File: config.mk
export PLATFORM = sky130hd
export DESIGN_NAME = mc_ctrl
export DESIGN_NICKNAME = d
export VERILOG_FILES = /design/src/rtl/mc_ctrl.sv
export SDC_FILE = /design/constraint.sdc
export NUM_CORES = 1
export LEC_CHECK = 0
export CORE_ASPECT_RATIO = 1.4
export CORE_MARGIN = 3
export CORE_UTILIZATION = 40
export CTS_CLUSTER_SIZE = 25
export DETAILED_ROUTE_END_ITERATION = 8
export PLACE_DENSITY = 0.74
export SLEW_MARGIN = 10
export SYNTH_ARGS = -nofsm -noshare
export SYNTH_HDL_FRONTEND = slang
export SYNTH_SLANG_ARGS = --single-unit
File: constraint.sdc
create_clock -name clk -period 1.9 [get_ports clk]
set_input_delay 0.38 -clock clk [delete_from_list [all_inputs] [get_ports clk]]
set_output_delay 0.38 -clock clk [all_outputs]
set_load 0.005 [all_outputs]
File: src/rtl/mc_ctrl.sv
// Multi-cycle main controller for the MIPS-subset datapath (FETCH/DECODE/EXE/MEM/WB/BRANCH/JUMP).
// Optional performance counters are enabled by defining MC_CTRL_PERF_EN.
module mc_ctrl #(
  parameter int unsigned PC_INC_EN_FETCH = 1
) (
  input  logic        clk,
  input  logic        rst,
  input  logic [5:0]  opcode,
  input  logic [5:0]  funct,
  input  logic        zero,
  output logic        ir_write,
  output logic        pc_write,
  output logic        npc_sel,
  output logic        j_ctl,
  output logic [1:0]  alu_ctl,
  output logic        alu_src,
  output logic [1:0]  ext_op,
  output logic        reg_dst,
  output logic [1:0]  reg_src,
  output logic        reg_write,
  output logic        mem_write,
  output logic        ins_done,
  output logic        illegal
`ifdef MC_CTRL_PERF_EN
  ,
  output logic [31:0] cycle_cnt,
  output logic [31:0] instr_cnt
`endif
);

  localparam logic [5:0] OP_RTYPE = 6'b000000;
  localparam logic [5:0] OP_ORI   = 6'b001101;
  localparam logic [5:0] OP_LW    = 6'b100011;
  localparam logic [5:0] OP_SW    = 6'b101011;
  localparam logic [5:0] OP_BEQ   = 6'b000100;
  localparam logic [5:0] OP_LUI   = 6'b001111;
  localparam logic [5:0] OP_J     = 6'b000010;
  localparam logic [5:0] FN_ADDU  = 6'b100001;
  localparam logic [5:0] FN_SUBU  = 6'b100011;

  typedef enum logic [2:0] {
    S_FETCH, S_DECODE, S_EXE, S_MEM, S_WB, S_BRANCH, S_JUMP
  } state_t;

  state_t     r_state;
  state_t     w_next_state;
  logic [5:0] r_op;
  logic [5:0] r_funct;
  logic       r_illegal;
  logic       w_illegal_set;

  logic w_is_r, w_is_subu, w_is_ori, w_is_lw, w_is_sw, w_is_lui;

  // Post-DECODE states see only the latched instruction fields
  assign w_is_r    = (r_op == OP_RTYPE);
  assign w_is_subu = w_is_r && (r_funct == FN_SUBU);
  assign w_is_ori  = (r_op == OP_ORI);
  assign w_is_lw   = (r_op == OP_LW);
  assign w_is_sw   = (r_op == OP_SW);
  assign w_is_lui  = (r_op == OP_LUI);

  always_ff @(posedge clk) begin
    if (rst) r_state <= S_FETCH;
    else     r_state <= w_next_state;
  end

  always_ff @(posedge clk) begin
    if (rst) begin
      r_op      <= 6'd0;
      r_funct   <= 6'd0;
      r_illegal <= 1'b0;
    end else begin
      if (r_state == S_DECODE) begin
        r_op    <= opcode;
        r_funct <= funct;
      end
      if (w_illegal_set) r_illegal <= 1'b1;
    end
  end

  always_comb begin
    w_next_state  = r_state;
    w_illegal_set = 1'b0;
    ir_write      = 1'b0;
    pc_write      = 1'b0;
    npc_sel       = 1'b0;
    j_ctl         = 1'b0;
    alu_ctl       = 2'b00;
    alu_src       = 1'b0;
    ext_op        = 2'b00;
    reg_dst       = 1'b0;
    reg_src       = 2'b00;
    reg_write     = 1'b0;
    mem_write     = 1'b0;
    ins_done      = 1'b0;
    illegal       = r_illegal & ~rst;
    // Reset blanks every enable so an aborted instruction cannot commit
    if (!rst) begin
      case (r_state)
        S_FETCH: begin
          ir_write     = 1'b1;
          pc_write     = (PC_INC_EN_FETCH != 0);
          w_next_state = S_DECODE;
        end
        S_DECODE: begin
          case (opcode)
            OP_RTYPE: begin
              if (funct == FN_ADDU || funct == FN_SUBU) begin
                w_next_state = S_EXE;
              end else begin
                w_next_state  = S_FETCH;
                w_illegal_set = 1'b1;
              end
            end
            OP_ORI, OP_LW, OP_SW: w_next_state = S_EXE;
            OP_LUI:               w_next_state = S_WB;
            OP_BEQ:               w_next_state = S_BRANCH;
            OP_J:                 w_next_state = S_JUMP;
            default: begin
              w_next_state  = S_FETCH;
              w_illegal_set = 1'b1;
            end
          endcase
        end
        S_EXE: begin
          alu_src      = w_is_ori | w_is_lw | w_is_sw;
          alu_ctl      = w_is_subu ? 2'b01 : (w_is_ori ? 2'b10 : 2'b00);
          ext_op       = (w_is_lw | w_is_sw) ? 2'b01 : 2'b00;
          w_next_state = (w_is_lw | w_is_sw) ? S_MEM : S_WB;
        end
        S_MEM: begin
          if (w_is_sw) begin
            mem_write    = 1'b1;
            ins_done     = 1'b1;
            w_next_state = S_FETCH;
          end else begin
            w_next_state = S_WB;
          end
        end
        S_WB: begin
          reg_write    = 1'b1;
          reg_dst      = w_is_r;
          reg_src      = w_is_lw ? 2'b01 : (w_is_lui ? 2'b10 : 2'b00);
          ext_op       = w_is_lui ? 2'b10 : 2'b00;
          ins_done     = 1'b1;
          w_next_state = S_FETCH;
        end
        S_BRANCH: begin
          alu_ctl      = 2'b01;
          pc_write     = zero;
          npc_sel      = 1'b1;
          ext_op       = 2'b01;
          ins_done     = 1'b1;
          w_next_state = S_FETCH;
        end
        S_JUMP: begin
          pc_write     = 1'b1;
          j_ctl        = 1'b1;
          ins_done     = 1'b1;
          w_next_state = S_FETCH;
        end
        default: w_next_state = S_FETCH;
      endcase
    end
  end

`ifdef MC_CTRL_PERF_EN
  logic [31:0] r_cycle_cnt;
  logic [31:0] r_instr_cnt;

  always_ff @(posedge clk) begin
    if (rst) begin
      r_cycle_cnt <= 32'd0;
      r_instr_cnt <= 32'd0;
    end else begin
      r_cycle_cnt <= r_cycle_cnt + 32'd1;
      if (ins_done) r_instr_cnt <= r_instr_cnt + 32'd1;
    end
  end

  assign cycle_cnt = r_cycle_cnt;
  assign instr_cnt = r_instr_cnt;
`endif

endmodule

==> results.cfg <==
[status]
status = finished, violations left
violations = setup timing

[sta]
worst-slew-pin-transition_ns = 0.348
maxSlewViolCount = 0
period_needed_ns = 2.33
rsz0062_at_grt = yes
finalSetupTns_ns = -1.94
maxSlewHeadroom_pct = 76.6
max_freq_ghz = 0.429
hold_viol = 0
hold_slack_ns = 0.461
setup_ws_ns = -0.431
skew_ns = 0.0120
post-route-period-util_pct = 123
finalSetupViolations = 10

[power]
ir_drop_uv = 424
leakage_uw = 0.000755
p_per_area_nw_per_um2 = 483

[global_routing]
antenna_found_initial = 0
grt_overflow_total = 0
grt_pass1_vias = 1218
grt_max_degree = 20
grt_pass1_wl_um = 4960
grt_use_total_pct = 22.0

[clock_network]
htreeDepth = 1
cts_buffers = 3
clockBufferDepth = 2
cts.sinks = 16
clk_latency_ns = 0.30
path_clk_slew_ns = 0.09
clockRootBuffer = clkbuf_4
cts_tree = yes

[floorplanning]
core_area_um2 = 2200
io_pins = 31
num_rows = 20
die_area_um2 = 2980
fp.dieW_um = 47.0
start_util_pct = 42.8
die-height_um = 63.4

[place]
place_area_um2 = 1490
dp_hpwl_um = 2170
gp_congestion = 0.805
port-buffer-count = 30

[yosys]
synth-main-ff-cell = dfxtp_1
yosysTopAreaCell = dfxtp_1
yosysSeqAreaShare_pct = 34.0
yosysUniqueCellTypes = 35
synth_commonest_cells = nand2_1, dfxtp_1, a21oi_1
avgSynthCellArea_um2 = 6.98
synth_edf_count = 0
synthArstFlopShare_pct = 0
synth-seq-cells = 16
mappedNetlistNets = 150
syn_area_um2 = 942
netlist.area_leader.share_pct = 34.0
netlist_instances = 135
ys_top_cells_by_area = dfxtp_1, nand2_1, a21oi_1, nor2_1, clkbuf_1
yosysMostFrequentCell = nand2_1
yosysWarnings = 0

[layout]
areaGrowthSynthToFinish_pct = 80.7
diodes = 0
nets = 221
final_area_um2 = 1700
drive_gt1_share_pct = 46.8

[flow_run]
drv_cap = 0

[setup_path]
start_kind = register
worst_ep_arrival_time_ns = 1.95
worstPathRequired_ns = 1.52
cp-end-kind = output port
reg2reg_to = r_state[0]
crit_buf_inv = 1
r2r_cells = 7
cpPeakStageDelay_ns = 0.54
cp_slowest_cell = or4b_4
cp_common_cell = or4b_4
reg2reg_from = r_op[0]
reg2reg_slack_ns = 0.22
startpoint = r_op[0]
timing_worst_setup_path_type = reg2out
path_cells = nand2_2, or4b_4, or4b_4, a21oi_2, buf_2
critPathTopFamily = simple AND/OR/NAND/NOR gates
crit_fanout = 2
critPathCapture = ins_done
cp.depth = 5

[drt]
drc_errors = 0
top_layer = met4
wl_per_cell_um = 14.0
first_iter_violations = 40
dr_wl_met2_um = 1830
m1WireLength_um = 1140
firstDrtPassIters = 4
vias = 1239
met3_length_um = 143
totalWireLength_um = 3180
viasPerCell = 5.46
ant_nets = 0

[worst_hold_path]
hold_path.class = reg2reg
min_from = r_funct[1]
==> repair_timing <==
| action | 4_1_cts | 5_1_grt |
|---|---|---|
| pin swaps | 9 | 6 |
| setup endpoints to repair | 16 | 13 |
| resized for setup | 89 | 10 |
| setup buffers | 8 | 6 |
| hold buffers | 0 | 0 |
==> tightest hold or removal path, delay by kind of cell, from the launching register on <==
| kind | cells | cell delay (ns) |
|---|---|---|
| simple gates | 1 | 0.05 |
| flops | 1 | 0.32 |
| compound gates | 1 | 0.05 |
==> stage by stage <==
step	instances	setup slack, ns	power (uW)	util [%]
after global routing	227	-0.479	858	77.3
after global placement	211	-0.547	562	67.6
after floorplan	135	-0.0811	453	-
after CTS	223	-0.436	811	74.5
after detailed placement	211	-0.561	567	67.6
final	227	-0.431	822	77.3
==> layout by cell type, fill, tap and decap left out, types with 4 or more instances in the layout <==
cell             count
clkdlybuf4s50_1     14
dfxtp_1              9
buf_4               38
nor2_1               9
buf_6                9
dfxtp_2              6
nand2_1             29
a21oi_2              4
nand3_1              4
a21oi_1             12
buf_2               11
dlygate4sd2_1        4
==> routing by layer <==
metal  vias up  track usage, %
met5         -               0
met4         0            6.23
met3         7            2.00
met2        45            42.3
met1       574            23.0
li1        613               -
==> cells by family after synthesis <==
logic type	synth area share [%]
compound gates	20.5
buf+inv	5.71
xor+xnor	0.930
flops	34.0
simple gates	38.9
==> registers in the layout (all words and copies together), names as in the netlist <==
register   cells
r_illegal      1
r_funct        6
r_op           6
r_state        3
==> worst min path at each step <==
stage                             to  slack [ns]  cells past startpoint
after global placement    r_funct[1]        0.45                      2
after global routing      r_funct[0]        0.50                      2
final                     r_funct[1]        0.46                      2
after detailed placement  r_funct[1]        0.45                      2
after floorplan           r_funct[1]        0.43                      2
after CTS                 r_funct[1]        0.46                      2
==> final cells by class <==
type / instances / area (um2)
clock buffer: 4 / 36.3
fill: 159 / 499
inverter: 4 / 17.5
multi-input combinational: 105 / 673
sequential: 16 / 332
tap: 22 / 27.5
timing repair buffer: 76 / 617
==> power breakdown <==
part | internal [uW] | switching [uW] | total, uW | leakage (uW)
clock | 117 | 121 | 238 | 0.0000210
sequential | 355 | 12.9 | 368 | 0.000134
combinational | 121 | 94.2 | 216 | 0.000600
total | 593 | 229 | 822 | 0.000755
Note: power is estimated with default switching activity, not from simulation.
